### src/rtl/my_rx_pkg.sv
// Shared types and widths for the receive-side stream buffer.
// Imported by my_rx_fifo_mem and my_rx_buffer.
package my_rx_pkg;

  localparam int DATA_W = 12;
  localparam int CSUM_W = 16;

  typedef logic [DATA_W-1:0] rx_data_t;
  typedef logic [CSUM_W-1:0] rx_csum_t;

endpackage

### src/rtl/my_rx_fifo_mem.sv
// FIFO storage: one synchronous write port, one asynchronous read port.
// Contents are not reset; the control logic in my_rx_buffer masks stale data.
module my_rx_fifo_mem
  import my_rx_pkg::*;
#(
  parameter int DEPTH = 16,
  parameter int AW    = $clog2(DEPTH)
) (
  input  logic          clk,
  input  logic          we,
  input  logic [AW-1:0] waddr,
  input  rx_data_t      wdata,
  input  logic [AW-1:0] raddr,
  output rx_data_t      rdata
);

  rx_data_t mem [DEPTH];

  always_ff @(posedge clk) begin
    if (we) mem[waddr] <= wdata;
  end

  assign rdata = mem[raddr];

endmodule

### src/rtl/my_rx_buffer.sv
// Receive buffer for a valid-only stream: FWFT FIFO with overflow tracking.
// Define MY_RX_BUFFER_CSUM_EN to build the running checksum of pushed beats.
module my_rx_buffer
  import my_rx_pkg::*;
#(
  parameter int DEPTH = 16,
  parameter int CNT_W = 16
) (
  input  logic                     clk,
  input  logic                     rst_n,
  input  rx_data_t                 in_data,
  input  logic                     in_vld,
  output rx_data_t                 out_data,
  output logic                     out_vld,
  input  logic                     out_rdy,
  output logic [$clog2(DEPTH):0]   level,
  output logic                     overflow,
  output logic [CNT_W-1:0]         drop_cnt,
  input  logic                     clr,
  output rx_csum_t                 csum
);

  localparam int AW = $clog2(DEPTH);
  localparam int LW = AW + 1;

  logic [AW-1:0] wr_ptr;
  logic [AW-1:0] rd_ptr;
  logic [LW-1:0] level_q;
  rx_data_t      rdata;
  logic          full;
  logic          pop;
  logic          push;
  logic          drop;
  logic          cnt_sat;

  assign full    = (level_q == LW'(DEPTH));
  assign out_vld = (level_q != '0);
  assign pop     = out_vld && out_rdy;
  assign push    = in_vld && (!full || pop);
  assign drop    = in_vld && full && !pop;
  assign cnt_sat = (drop_cnt == '1);

  my_rx_fifo_mem #(
    .DEPTH (DEPTH),
    .AW    (AW)
  ) u_mem (
    .clk   (clk),
    .we    (push),
    .waddr (wr_ptr),
    .wdata (in_data),
    .raddr (rd_ptr),
    .rdata (rdata)
  );

  // Storage is unreset, so present zero whenever the head is not valid.
  assign out_data = out_vld ? rdata : '0;
  assign level    = level_q;

  always_ff @(posedge clk or negedge rst_n) begin
    if (!rst_n) begin
      wr_ptr <= '0;
      rd_ptr <= '0;
    end else begin
      if (push) wr_ptr <= wr_ptr + AW'(1);
      if (pop)  rd_ptr <= rd_ptr + AW'(1);
    end
  end

  always_ff @(posedge clk or negedge rst_n) begin
    if (!rst_n) begin
      level_q <= '0;
    end else begin
      unique case (1'b1)
        (push && !pop): level_q <= level_q + LW'(1);
        (pop && !push): level_q <= level_q - LW'(1);
        default:        level_q <= level_q;
      endcase
    end
  end

  // A drop coinciding with clr is still recorded.
  always_ff @(posedge clk or negedge rst_n) begin
    if (!rst_n) begin
      overflow <= 1'b0;
      drop_cnt <= '0;
    end else if (clr) begin
      overflow <= drop;
      drop_cnt <= drop ? CNT_W'(1) : '0;
    end else if (drop) begin
      overflow <= 1'b1;
      if (!cnt_sat) drop_cnt <= drop_cnt + CNT_W'(1);
    end
  end

`ifdef MY_RX_BUFFER_CSUM_EN
  rx_csum_t csum_q;

  always_ff @(posedge clk or negedge rst_n) begin
    if (!rst_n) begin
      csum_q <= '0;
    end else if (clr) begin
      csum_q <= push ? CSUM_W'(in_data) : '0;
    end else if (push) begin
      csum_q <= csum_q + CSUM_W'(in_data);
    end
  end

  assign csum = csum_q;
`else
  assign csum = '0;
`endif

endmodule

### config.mk
export PLATFORM = sky130hd
export DESIGN_NAME = my_rx_buffer
export DESIGN_NICKNAME = d
export VERILOG_FILES = /design/src/rtl/my_rx_pkg.sv /design/src/rtl/my_rx_fifo_mem.sv /design/src/rtl/my_rx_buffer.sv
export SDC_FILE = /design/constraint.sdc
export NUM_CORES = 1
export LEC_CHECK = 0
export ABC_AREA = 1
export BUFFER_PORTS_ARGS = -buffer_cell sky130_fd_sc_hd__buf_2
export CORE_ASPECT_RATIO = 0.75
export CORE_UTILIZATION = 40
export CTS_BUF_LIST = sky130_fd_sc_hd__clkbuf_8
export CTS_CLUSTER_DIAMETER = 200
export DETAILED_ROUTE_END_ITERATION = 7
export PLACE_DENSITY = 0.66
export SYNTH_ARGS = -nofsm -noshare
export SYNTH_HDL_FRONTEND = slang
export SYNTH_SLANG_ARGS = --single-unit
export TNS_END_PERCENT = 5
### constraint.sdc
create_clock -name clk -period 5.97 [get_ports clk]
set_input_delay 1.791 -clock clk [delete_from_list [all_inputs] [get_ports clk]]
set_output_delay 1.791 -clock clk [all_outputs]
set_load 0.01 [all_outputs]
## Yosys cells after proc, flatten, opt, wreduce, memory -nomap -nowiden

Memories as Yosys holds them, arrays and structs flattened.
Cells that the tools add are included.

- Memories kept: 1
- Word-level logic and storage cells: 38
- RAM bits: 192
- Output and inout bits: 51
- Flip-flop bits (word level): 30
- Input port bits: 17

Memory list:

| name | depth | width | read ports | clocked after Yosys merged registers in | write ports | RTL line | text |
|---|---|---|---|---|---|---|---|
| u_mem.mem | 16 | 12 | 1 | 0 | 1 | my_rx_fifo_mem.sv:17 | `rx_data_t mem [DEPTH];` |

- $add $sub $neg: 5
- Multiplexer cells: 10
- Equality and inequality tests: 3
- Reduce and logical (&&, ||, !) cells: 14

Operators with widths:

| kind | number |
|---|---|
| $mux 16 | 3 |
| $add 16x1->16 const B | 1 |
| $eq 16x16->1 const B | 1 |
| $mux 12 | 1 |
| $pmux 5 s2 | 1 |
| $add 4x1->4 const B | 2 |
| $logic_and 1x1->1 | 6 |
| $add 5x1->5 const B | 1 |
| $eq 5x5->1 const B | 1 |
| $mux 1 | 5 |
| $reduce_bool 5->1 | 1 |
| $sub 5x1->5 const B | 1 |
| $reduce_bool 2->1 | 2 |
| $logic_not 1->1 | 3 |
| $ne 2x2->1 const B | 1 |
| $reduce_and 2->1 | 1 |
| $logic_or 1x1->1 | 1 |

## Longest topological paths before layout

- Word-level depth: 7
- Mapped depth: 15
- Gate-level depth less buffers: 15

## By module

From an unflattened synthesis, not the netlist that was laid out.

- Cells, all modules: 1079
- Area, all modules: 10364.9 µm²

By module, submodules not included:

| module | instances | area an instance (µm²) | seq. area each (µm²) | cells each |
|---|---|---|---|---|
| my_rx_fifo_mem | 1 | 8321.7 | 5765.5 | 801 |
| my_rx_buffer | 1 | 2043.2 | 750.7 | 278 |

## Worst setup path before layout

Ideal clock, no wire load.

- Kind: register -> output
- Start: reg rd_ptr[0]
- End: out out_data[4]
- Arrival time: 1.439 ns
- Path buffers: 3
- Cell stages (with the launch flop): 9
- Data required time: 4.179 ns
- Setup slack: 2.740 ns
- Cells stage by stage: dfrtp_1 > buf_2 > inv_2 > buf_4 > buf_2 > nor2_1 > o221ai_1 > nand3_1 > a21oi_1

- Longest elaborated chain between the ends: 2

Ends and longest elaborated chain:

| item | RTL line | text |
|---|---|---|
| start: declaration | my_rx_buffer.sv:27 | `logic [AW-1:0] rd_ptr;` |
| start signal: assignment | my_rx_buffer.sv:65 | `if (pop) rd_ptr <= rd_ptr + AW'(1);` |
| $mem_v2 16x12 | - |  |
| $mux 12 | my_rx_buffer.sv:56 | `assign out_data = out_vld ? rdata : '0;` |
| end: declaration | my_rx_buffer.sv:13 | `output rx_data_t out_data,` |

Every way passes these cells.

## Final worst setup path

- Start: reg rd_ptr[0]
- End: out out_data[6]

Same word-level chain as after synthesis.

==> qor.yml <==
clock_network:
  cts_buffers: 34
  cts_hold_buf: 0
  h-tree-depth: 2
  clk_pin_slew_ns: 0.06
  ctsResizeCount: 0
  cts_buffer_depth: 3
  clk_latency_ns: 0.50
  clkSinkCount: 222
  cts_root_buf: "clkbuf_8"
  postCtsSetupBuffers: 0
  cts_tree: "yes"
global_routing:
  grt_pass1_vias: 6252
  antenna_found_initial: 0
  grt_util_met2_pct: 28.7
  grt_util_met1_pct: 28.4
  grtUsageTotal_pct: 19.0
  grt_pass1_wl_um: 35400
  grt_max_degree: 99
  grt-ovfl-total: 0
  busiest_layer: "met2"
  met3_usage_pct: 3.58
place:
  hpwl_um: 13000
  portBuffers: 51
  gp_congestion: 0.852
  placedCellCount: 1132
  place_ws_ns: 1.72
  place_area_mm2: 0.0100
die:
  die_h_um: 136
  start_util_pct: 41.0
  core.rowCount: 48
  core_area_mm2: 0.0232
  die-area_mm2: 0.0244
  die_x_um: 180
  ios: 68
synthesis:
  synth_top_cell_area_share_pct: 60.6
  synth-seq-cells: 222
  synth_compound_area_share_pct: 11.9
  synthAdderAreaFrac_pct: 1.05
  synth_cell_types: 33
  synth_top_family_by_area: "simple AND/OR/NAND/NOR gates"
  yosys.area.top_type: "edfxtp_1"
  syn_area_per_cell_um2: 11.8
  seq_area_frac_synth_pct: 68.5
  synth-xor-area-share_pct: 1.29
  yosys-top-cells-area: "edfxtp_1 (61%), dfrtp_1 (7.9%), o21ai_0 (5.8%), nor2_1 (5.8%), o221ai_1 (2.8%)"
  synth-simple-area-share_pct: 12.3
  synth_mux_area_share_pct: 0
  syn_inst: 807
  netlist_area_mm2: 0.00951
  ys_warn_count: 0
critical_path:
  worst_path_max_delay_cell: "inv_2"
  crit_family: "buffers and inverters"
  r2r-start: "level[2]$_DFFE_PN0P_"
  crit_type: "reg -> out"
  cp.depth: 8
  crit_path_end: "out_data[6]"
  worstPathCellList: "inv_2 > buf_4 > buf_4 > o21ai_0 > o221ai_1 > nand3_1 > a21oi_1 > buf_2"
  cp_data_arrival_time_ns: 3.01
  startpoint_type: "register"
  worst_path_most_repeated_cell: "buf_4"
  r2r_slack_ns: 3.62
  rr_worst_depth: 8
  endpoint_kind: "output pin"
  cpPeakStageDelay_ns: 0.50
  crit_start: "rd_ptr[0]$_DFFE_PN0N_"
  timing.rr.end: "u_mem.mem[12][1]$_DFFE_PP_"
  path_max_fanout: 40
  worst-path-buf-inv: 4
  critPathRequiredTime_ns: 4.18
power:
  power_density_mw_per_mm2: 446
  power_mw: 4.75
  peakVddDrop_mv: 0.259
  p_leak_nw: 3.89
layout:
  area_delta_synth_final_pct: 11.9
  multi_input_area_mm2: 0.00259
  fillers: 2094
  stdcell_count: 1192
  drive_gt1_share_pct: 15.8
  fin_nets: 893
  antenna_cells: 0
  design_area_mm2: 0.0106
  seq_area_mm2: 0.00652
sta:
  setup_viol: 0
  setup_ws_ns: 1.17
  final.setup_skew_ns: 0.0213
  setup_tns_ns: 0
  rsz0062_at_grt: "no"
  drv_slew: 0
  hold_viol: 0
  slew_headroom_pct: 29.4
  fin_crit_sh_pct: 80.5
  worst_pin_slew_ns: 1.06
  clock.fmax_mhz: 208
  min_period_ns: 4.80
job:
  drv_cap: 0
route:
  drc: 0
  drt_wl_total_um: 22600
  dr.pass1.iters: 5
  routed_via_density: 5.40
  vias: 6435
  ant_nets: 0
  drt_iter0_drc: 673
  wl_per_cell_um: 18.9
outcome:
  status: "finished, final reports clean"
min_path:
  hold_class: "reg -> reg"
==> flip-flops by register name, indices dropped and copies added, names as in the netlist <==
register and count:
overflow 1, wr_ptr 4, u_mem.mem 192, rd_ptr 4
level 5, drop_cnt 16
==> cells in the final DEF (no fill, tap or decap) <==
cell / n
nor4_1: 1
o221ai_1: 30
o22ai_1: 18
nor2_4: 1
nor2_2: 8
inv_2: 5
clkinv_2: 3
nand2_2: 3
o21ai_0: 111
nor3_1: 11
o31ai_2: 6
a21oi_1: 13
o21ai_2: 3
nand2_4: 1
dfrtp_1: 29
nand4_1: 7
edfxtp_1: 192
o21bai_1: 1
nand3_1: 37
ha_1: 8
o21ai_1: 5
dfrtp_2: 1
buf_4: 18
xor2_1: 14
nand2_1: 64
inv_1: 48
nand3_4: 1
clkbuf_8: 39
buf_2: 51
clkinv_1: 4
conb_1: 16
nor2_1: 142
nand3_2: 1
==> final cells by class <==
type                    instances  share of cell area [%]
flip-flops and latches        222                    61.2
multi-input cells             502                    24.4
clock buffers                  39                    5.04
repair buffers                 69                    3.67
well taps                     300                    3.53
inverters                      39                    1.38
clock inverters                21                   0.776
==> per-stage QoR <==
step	hold WS, ns	util (%)
4_1_cts	0.488	45.9
6_report	0.486	45.9
5_1_grt	0.521	45.9
3_5_place_dp	0.471	43.2
3_3_place_gp	0.480	43.2
2_1_floorplan	0.517	-
==> where the power goes <==
group	internal [mW]	total (mW)	switching [mW]
sequential	1.87	1.94	0.0735
combinational	0.481	1.65	1.17
clock	0.594	1.16	0.565
==> worst register-to-register path, delay by kind of cell, from the launching register on <==
| kind | cells | cell delay [ns] |
|---|---|---|
| flops | 1 | 0.44 |
| simple gates | 7 | 1.40 |
| buf+inv | 1 | 0.13 |
==> cell usage after synthesis (all sizes together) <==
master and count:
buf 35, inv 39, nand3 39, nor3 11
a21oi 13, edfxtp 192, nand2 68, conb 1
xor2 14, o21bai 1, o221ai 30, o22ai 18
ha 8, nand4 7, o31ai 6, dfrtp 30
clkbuf 24, o21ai 119, nor2 151, nor4 1
==> per-layer routing <==
layer	vias up	share of wire (%)
li1	3004	-
met1	3133	47
met2	270	44
met3	28	8.0
met4	0	1.2
met5	-	0
==> cell families after synthesis <==
kind of cell / count (synthesis)
AO/OA/AOI/OAI: 187
XOR/XNOR: 14
adder cells (fa/ha/maj): 8
buffers and inverters: 98
flip-flops: 222
other: 1
AND/OR/NAND/NOR: 277
==> how the worst min path moves through the flow <==
| stage | startpoint | to | slack, ns | depth (start not counted) |
|---|---|---|---|---|
| after floorplan | overflow$_DFFE_PN0P_ | overflow$_DFFE_PN0P_ | 0.52 | 2 |
| after global placement | overflow$_DFFE_PN0P_ | overflow$_DFFE_PN0P_ | 0.48 | 2 |
| after detailed placement | overflow$_DFFE_PN0P_ | overflow$_DFFE_PN0P_ | 0.47 | 2 |
| after CTS | overflow$_DFFE_PN0P_ | overflow$_DFFE_PN0P_ | 0.49 | 2 |
| after global routing | overflow$_DFFE_PN0P_ | overflow$_DFFE_PN0P_ | 0.52 | 2 |
| final | overflow$_DFFE_PN0P_ | overflow$_DFFE_PN0P_ | 0.49 | 2 |
(Power assumes the default switching activity.)
